==> config.mk <==
export PLATFORM = sky130hd
export DESIGN_NAME = nibble_serial_adder_ctrl
export DESIGN_NICKNAME = d
export VERILOG_FILES = /design/src/rtl/nibble_serial_adder_ctrl.sv
export SDC_FILE = /design/constraint.sdc
export NUM_CORES = 1
export LEC_CHECK = 0
export BUFFER_PORTS_ARGS = -buffer_cell sky130_fd_sc_hd__buf_4
export CELL_PAD_IN_SITES_DETAIL_PLACEMENT = 0
export CELL_PAD_IN_SITES_GLOBAL_PLACEMENT = 1
export CORE_MARGIN = 8
export CORE_UTILIZATION = 43
export CTS_CLUSTER_SIZE = 8
export DETAILED_ROUTE_END_ITERATION = 16
export PLACE_DENSITY = 0.78
export REMOVE_ABC_BUFFERS = 1
export SKIP_LAST_GASP = 1
export SYNTH_ARGS = -nofsm -noshare
export SYNTH_HDL_FRONTEND = slang
export SYNTH_SLANG_ARGS = --single-unit
==> constraint.sdc <==
create_clock -name clk -period 3.2 [get_ports clk]
set_clock_uncertainty 0.15 [all_clocks]
set_input_delay 0.32 -clock clk [delete_from_list [all_inputs] [get_ports clk]]
set_output_delay 0.32 -clock clk [all_outputs]
set_load 0.05 [all_outputs]
==> src/rtl/nibble_serial_adder_ctrl.sv <==
// Adds two WIDTH-bit operands one nibble per clock through a single 4-bit add slice, LSB nibble first.
// Define NIBBLE_ADDER_SUB_EN to add an i_sub port that turns the operation into a - b.
module nibble_serial_adder_ctrl #(
  parameter int WIDTH = 16
) (
  input  logic             clk,
  input  logic             rst_n,
  input  logic             i_inValid,
  output logic             o_inReady,
  input  logic [WIDTH-1:0] i_a,
  input  logic [WIDTH-1:0] i_b,
  input  logic             i_cin,
`ifdef NIBBLE_ADDER_SUB_EN
  input  logic             i_sub,
`endif
  output logic             o_outValid,
  input  logic             i_outReady,
  output logic [WIDTH-1:0] o_sum,
  output logic             o_cout,
  output logic             o_busy
);

  localparam int NIB  = WIDTH / 4;
  localparam int IDXW = (NIB > 1) ? $clog2(NIB) : 1;
  localparam logic [IDXW-1:0] LAST_IDX = IDXW'(NIB - 1);

  generate
    if (((WIDTH % 4) != 0) || (WIDTH < 4)) begin : g_badWidth
      $error("nibble_serial_adder_ctrl: WIDTH must be a multiple of 4 and at least 4");
    end
  endgenerate

  typedef enum logic [1:0] {IDLE, RUN, DONE} state_t;

  state_t           r_state;
  state_t           w_stateNext;
  logic [WIDTH-1:0] r_aQ;
  logic [WIDTH-1:0] r_bQ;
  logic [WIDTH-1:0] r_sum;
  logic [IDXW-1:0]  r_idx;
  logic             r_carry;
  logic             r_cout;
  logic             w_accept;
  logic             w_lastNib;
  logic [3:0]       w_aNib;
  logic [3:0]       w_bNib;
  logic [4:0]       w_addRes;
  logic [WIDTH-1:0] w_bLoad;
  logic             w_carryLoad;

  assign w_accept  = (r_state == IDLE) && i_inValid;
  assign w_lastNib = (r_idx == LAST_IDX);

`ifdef NIBBLE_ADDER_SUB_EN
  // Subtraction is a + ~b + 1, so the latched carry replaces cin.
  assign w_bLoad     = i_sub ? ~i_b : i_b;
  assign w_carryLoad = i_sub ? 1'b1 : i_cin;
`else
  assign w_bLoad     = i_b;
  assign w_carryLoad = i_cin;
`endif

  always_comb begin
    w_aNib = '0;
    w_bNib = '0;
    for (int n = 0; n < NIB; n++) begin
      if (r_idx == IDXW'(n)) begin
        w_aNib = r_aQ[4*n +: 4];
        w_bNib = r_bQ[4*n +: 4];
      end
    end
  end

  assign w_addRes = {1'b0, w_aNib} + {1'b0, w_bNib} + {4'b0000, r_carry};

  always_ff @(posedge clk or negedge rst_n) begin
    if (!rst_n) begin
      r_state <= IDLE;
    end else begin
      r_state <= w_stateNext;
    end
  end

  always_comb begin
    w_stateNext = r_state;
    case (r_state)
      IDLE:    if (i_inValid)  w_stateNext = RUN;
      RUN:     if (w_lastNib)  w_stateNext = DONE;
      DONE:    if (i_outReady) w_stateNext = IDLE;
      default: w_stateNext = IDLE;
    endcase
  end

  // Operand latch and one nibble of the carry chain per clock while in RUN.
  always_ff @(posedge clk or negedge rst_n) begin
    if (!rst_n) begin
      r_aQ    <= '0;
      r_bQ    <= '0;
      r_sum   <= '0;
      r_idx   <= '0;
      r_carry <= 1'b0;
      r_cout  <= 1'b0;
    end else if (w_accept) begin
      r_aQ    <= i_a;
      r_bQ    <= w_bLoad;
      r_carry <= w_carryLoad;
      r_idx   <= '0;
      r_sum   <= '0;
    end else if (r_state == RUN) begin
      for (int n = 0; n < NIB; n++) begin
        if (r_idx == IDXW'(n)) begin
          r_sum[4*n +: 4] <= w_addRes[3:0];
        end
      end
      r_carry <= w_addRes[4];
      if (w_lastNib) begin
        r_cout <= w_addRes[4];
      end else begin
        r_idx <= r_idx + 1'b1;
      end
    end
  end

  assign o_inReady  = (r_state == IDLE);
  assign o_outValid = (r_state == DONE);
  assign o_busy     = (r_state != IDLE);
  assign o_sum      = r_sum;
  assign o_cout     = r_cout;

endmodule

==> Implementation_results.wiki <==
{| class="wikitable"
! Metric !! Value
|-
| Number of synthesized flops with an enable pin || 0
|-
| Setup total negative slack || 0 ps
|-
| Post-route ant nets || 0
|-
| Sequential element share of the synthesized area || 50.2%
|-
| DRC Markers || 0
|-
| Insertion delay to the later sink of the worst-skew pair || about 310 ps
|-
| Diodes inserted || 0
|-
| Worst Slack Setup Final || 195 ps
|-
| Flip-flop cell with the highest count after synthesis || dfrtp_1
|-
| Critical path launch point type || flop
|-
| Worst slack at placement || 236 ps
|-
| Top-Level Pins || 57
|-
| Met3 Wirelength || 369 um
|-
| Starting DRT DRC Count || 87
|-
| Startpoint of the lowest-slack hold path || i_outReady
|-
| Cell Pwr Density || 1190 mW/mm2
|-
| Achievable clock frequency || roughly 0.33 GHz
|-
| Portion of synthesized cell area occupied by the leading cell type || 50.2%
|-
| Post-detail-place hpwl || between 4 and 5 mm
|-
| GR Overflow Total || 0
|-
| Total number of vias || approximately 1.8k
|-
| Mapped Area || 0.00269 mm2
|-
| Min Clock Period, post-route || 3010 ps
|-
| Largest net degree at the start of global routing || 55
|-
| Routed WL per cell || roughly 16 um
|-
| Area post-placement || 0.00316 mm2
|-
| Average vias per placed instance || 5.07
|-
| Count of pins over their slew limit || 0
|-
| Relative slew slack || 52.7%
|-
| Hold Crit Endpoint || r_state[1]$_DFFE_PN0P_
|-
| Min-Delay Path Depth || 2
|-
| Final-layout fill cell count || 561
|-
| Peak supply drop || 0.738 mV
|-
| Cts bufs inserted || 5
|-
| Clock transition time at the flip-flop clock pins of the worst setup and hold paths || 100 ps
|-
| Met1 Routed Length || 2.79 mm
|-
| Count of final setup violators || 0
|-
| Post-synthesis to final-layout area growth || 21.9%
|-
| # Max-Cap Violations || 0
|-
| First-pass detailed-route iteration total || 4
|-
| Endpoint class of the critical path || flop
|-
| Worst path required time || approximately 3300 ps
|-
| GPL Wtd Cong || 0.782
|-
| Kind of critical path || flop to flop
|-
| Via count of the first global-routing pass || 1,879
|-
| Worst reg2reg endpoint || r_carry$_DFFE_PN0P_
|-
| Per-instance average area after synthesis || between 10 and 15 um2
|-
| Row count || 29
|-
| Critical Path Fanout Max || 4
|-
| Leak Pwr || 1.60 nW
|-
| Die area || 0.00905 mm2
|-
| CTS sink count || 54
|-
| Final hold violation count || 0
|-
| First-pass GRT wire length || 9.56 mm
|-
| Most numerous cell in the Yosys netlist || dfrtp_1
|-
| Count of buffers inserted at the top-level ports || 56
|-
| Maximum buffer depth of the clock tree || 2
|-
| Count of warnings emitted by yosys || 0
|-
| Maximum level of the CTS H-tree || 2
|-
| Top Metal Used || met4
|-
| Horizontal die dimension || 95.2 um
|-
| Register bit total from synthesis || 54
|-
| Effective utilization at floorplan || 43.4%
|-
| WHS || 59.1 ps
|-
| Initial antenna violation count || 0
|-
| Hold/Removal Path Class || primary input to flop
|-
| Die Y || 95.2 um
|-
| Routed Wire Length || slightly below 6 mm
|-
| Clock tree from TritonCTS || done
|-
| Area of the core || between 0.006 and 0.007 mm2
|-
| Buffers inserted by post-CTS timing repair || 0
|-
| Register-to-Register Setup Slack || 190 ps
|-
| Total met2 wirelength after detailed routing || ~2.5 mm
|-
| Run status || complete, no violations
|-
| Count of nets after finishing || 330
|-
| Unrepaired setup endpoints after global routing || no
|-
| Most frequent cells after synthesis || dfrtp_1, mux2_4, nor2_1
|-
| Root Driver || clkbuf_8
|-
| Post-route cell area || 0.00328 mm2
|-
| Distinct cells, synth || 28
|-
| Cell type with the highest aggregate area in the netlist || dfrtp_1
|-
| Depth of the worst register-to-register path || 12
|-
| Total global routing track utilization || roughly 13%
|-
| Tot Pwr || 3.91 mW
|-
| Worst Path Arrival || 3060 ps
|-
| Startpoint of the most critical register-to-register path || r_idx[0]$_DFFE_PN0P_
|-
| Proportion of register bits with asynchronous set or reset after synthesis || 100%
|-
| Instance count of the mapped netlist || 228
|-
| Worst slew pin tran || approximately 710 ps
|-
| Period Utilization, post-route || 93.9%
|-
| Share of cells above drive strength 1 || 35.8%
|-
| Top area cells in the synthesized netlist || dfrtp_1, mux2_4, a21oi_1, mux2_2, ha_1
|}
cells in the final DEF, fill, tap and decap left out, drive strengths merged, types with 7 or more instances in the layout:
cell	instances
a21oi	21
buf	60
clkbuf	7
dfrtp	54
ha	7
mux2	33
nand2	10
nor2	24
nor2b	11
o21ai	13
worst max-delay path by stage:
| stage | from | end | depth (start not counted) |
|---|---|---|---|
| 2_1_floorplan | r_idx[1]$_DFFE_PN0P_ | o_sum[10]$_DFFE_PN0P_ | 11 |
| 3_3_place_gp | r_idx[0]$_DFFE_PN0P_ | o_sum[6]$_DFFE_PN0P_ | 11 |
| 3_5_place_dp | r_idx[0]$_DFFE_PN0P_ | o_sum[14]$_DFFE_PN0P_ | 11 |
| 4_1_cts | r_idx[0]$_DFFE_PN0P_ | o_sum[14]$_DFFE_PN0P_ | 11 |
| 5_1_grt | r_idx[0]$_DFFE_PN0P_ | r_carry$_DFFE_PN0P_ | 12 |
| 6_report | r_idx[0]$_DFFE_PN0P_ | r_carry$_DFFE_PN0P_ | 12 |
registers in the layout (all words and copies together) (netlist names):
register  cells
o_cout        1
r_carry       1
r_state       2
o_sum        16
r_bQ         16
r_aQ         16
r_idx         2
cells by family after synthesis:
family	Yosys count	share of synthesized area [%]
buffers and inverters	18	3.86
AND/OR/NAND/NOR	58	10.6
adder cells (fa/ha/maj)	9	4.74
multiplexers	37	18.8
flip-flops	54	50.2
XOR/XNOR	2	0.650
AO/OA/AOI/OAI	50	11.2
area by class of cell:
| cell class | instances | area (um2) | share of cell area (%) |
|---|---|---|---|
| timing repair buffer | 61 | 460 | 14.0 |
| clock buffer | 7 | 76.3 | 2.32 |
| inverter | 6 | 22.5 | 0.686 |
| clock inverter | 1 | 30.0 | 0.915 |
| multi-input combinational | 156 | 1250 | 38.0 |
| tap | 77 | 96.3 | 2.93 |
| sequential | 54 | 1350 | 41.2 |
worst max-delay path, cell delays in order, from the launching register on:
cell	delay, ps
dfrtp_1	430
inv_1	120
ha_1	180
nor2b_1	290
a221oi_1	120
nor3_1	150
a21oi_1	80
fa_1	450
fa_1	440
inv_1	90
a21o_1	110
a21oi_1	80
o221ai_1	190
through the flow:
step           utilization, %  instances
2_1_floorplan               -        216
3_3_place_gp             50.9        353
3_5_place_dp             50.9        353
4_1_cts                  52.8        362
5_1_grt                  52.9        362
6_report                 52.9        362
layer usage:
metal  vias to the layer above  global-route usage [%]
met2                        42                    19.3
met4                         0                    3.90
met5                         -                       0
met1                       876                    18.7
met3                         8                    4.33
li1                        911                       -
report_power, final:
part / internal, mW / leakage (nW) / switching, mW
sequential: 0.993 / 0.666 / 0.226
clock: 0.234 / 0.0524 / 0.211
combinational: 1.02 / 0.884 / 1.23
total: 2.25 / 1.60 / 1.66
what timing repair did:
item                                    in CTS  in global routing
endpoints found under the setup margin       0                  2
gates resized for setup                      0                  1
hold buffers                                 1                  0
hold endpoints to repair                    54                  0
No activity file was read; power rests on OpenSTA's default activity.
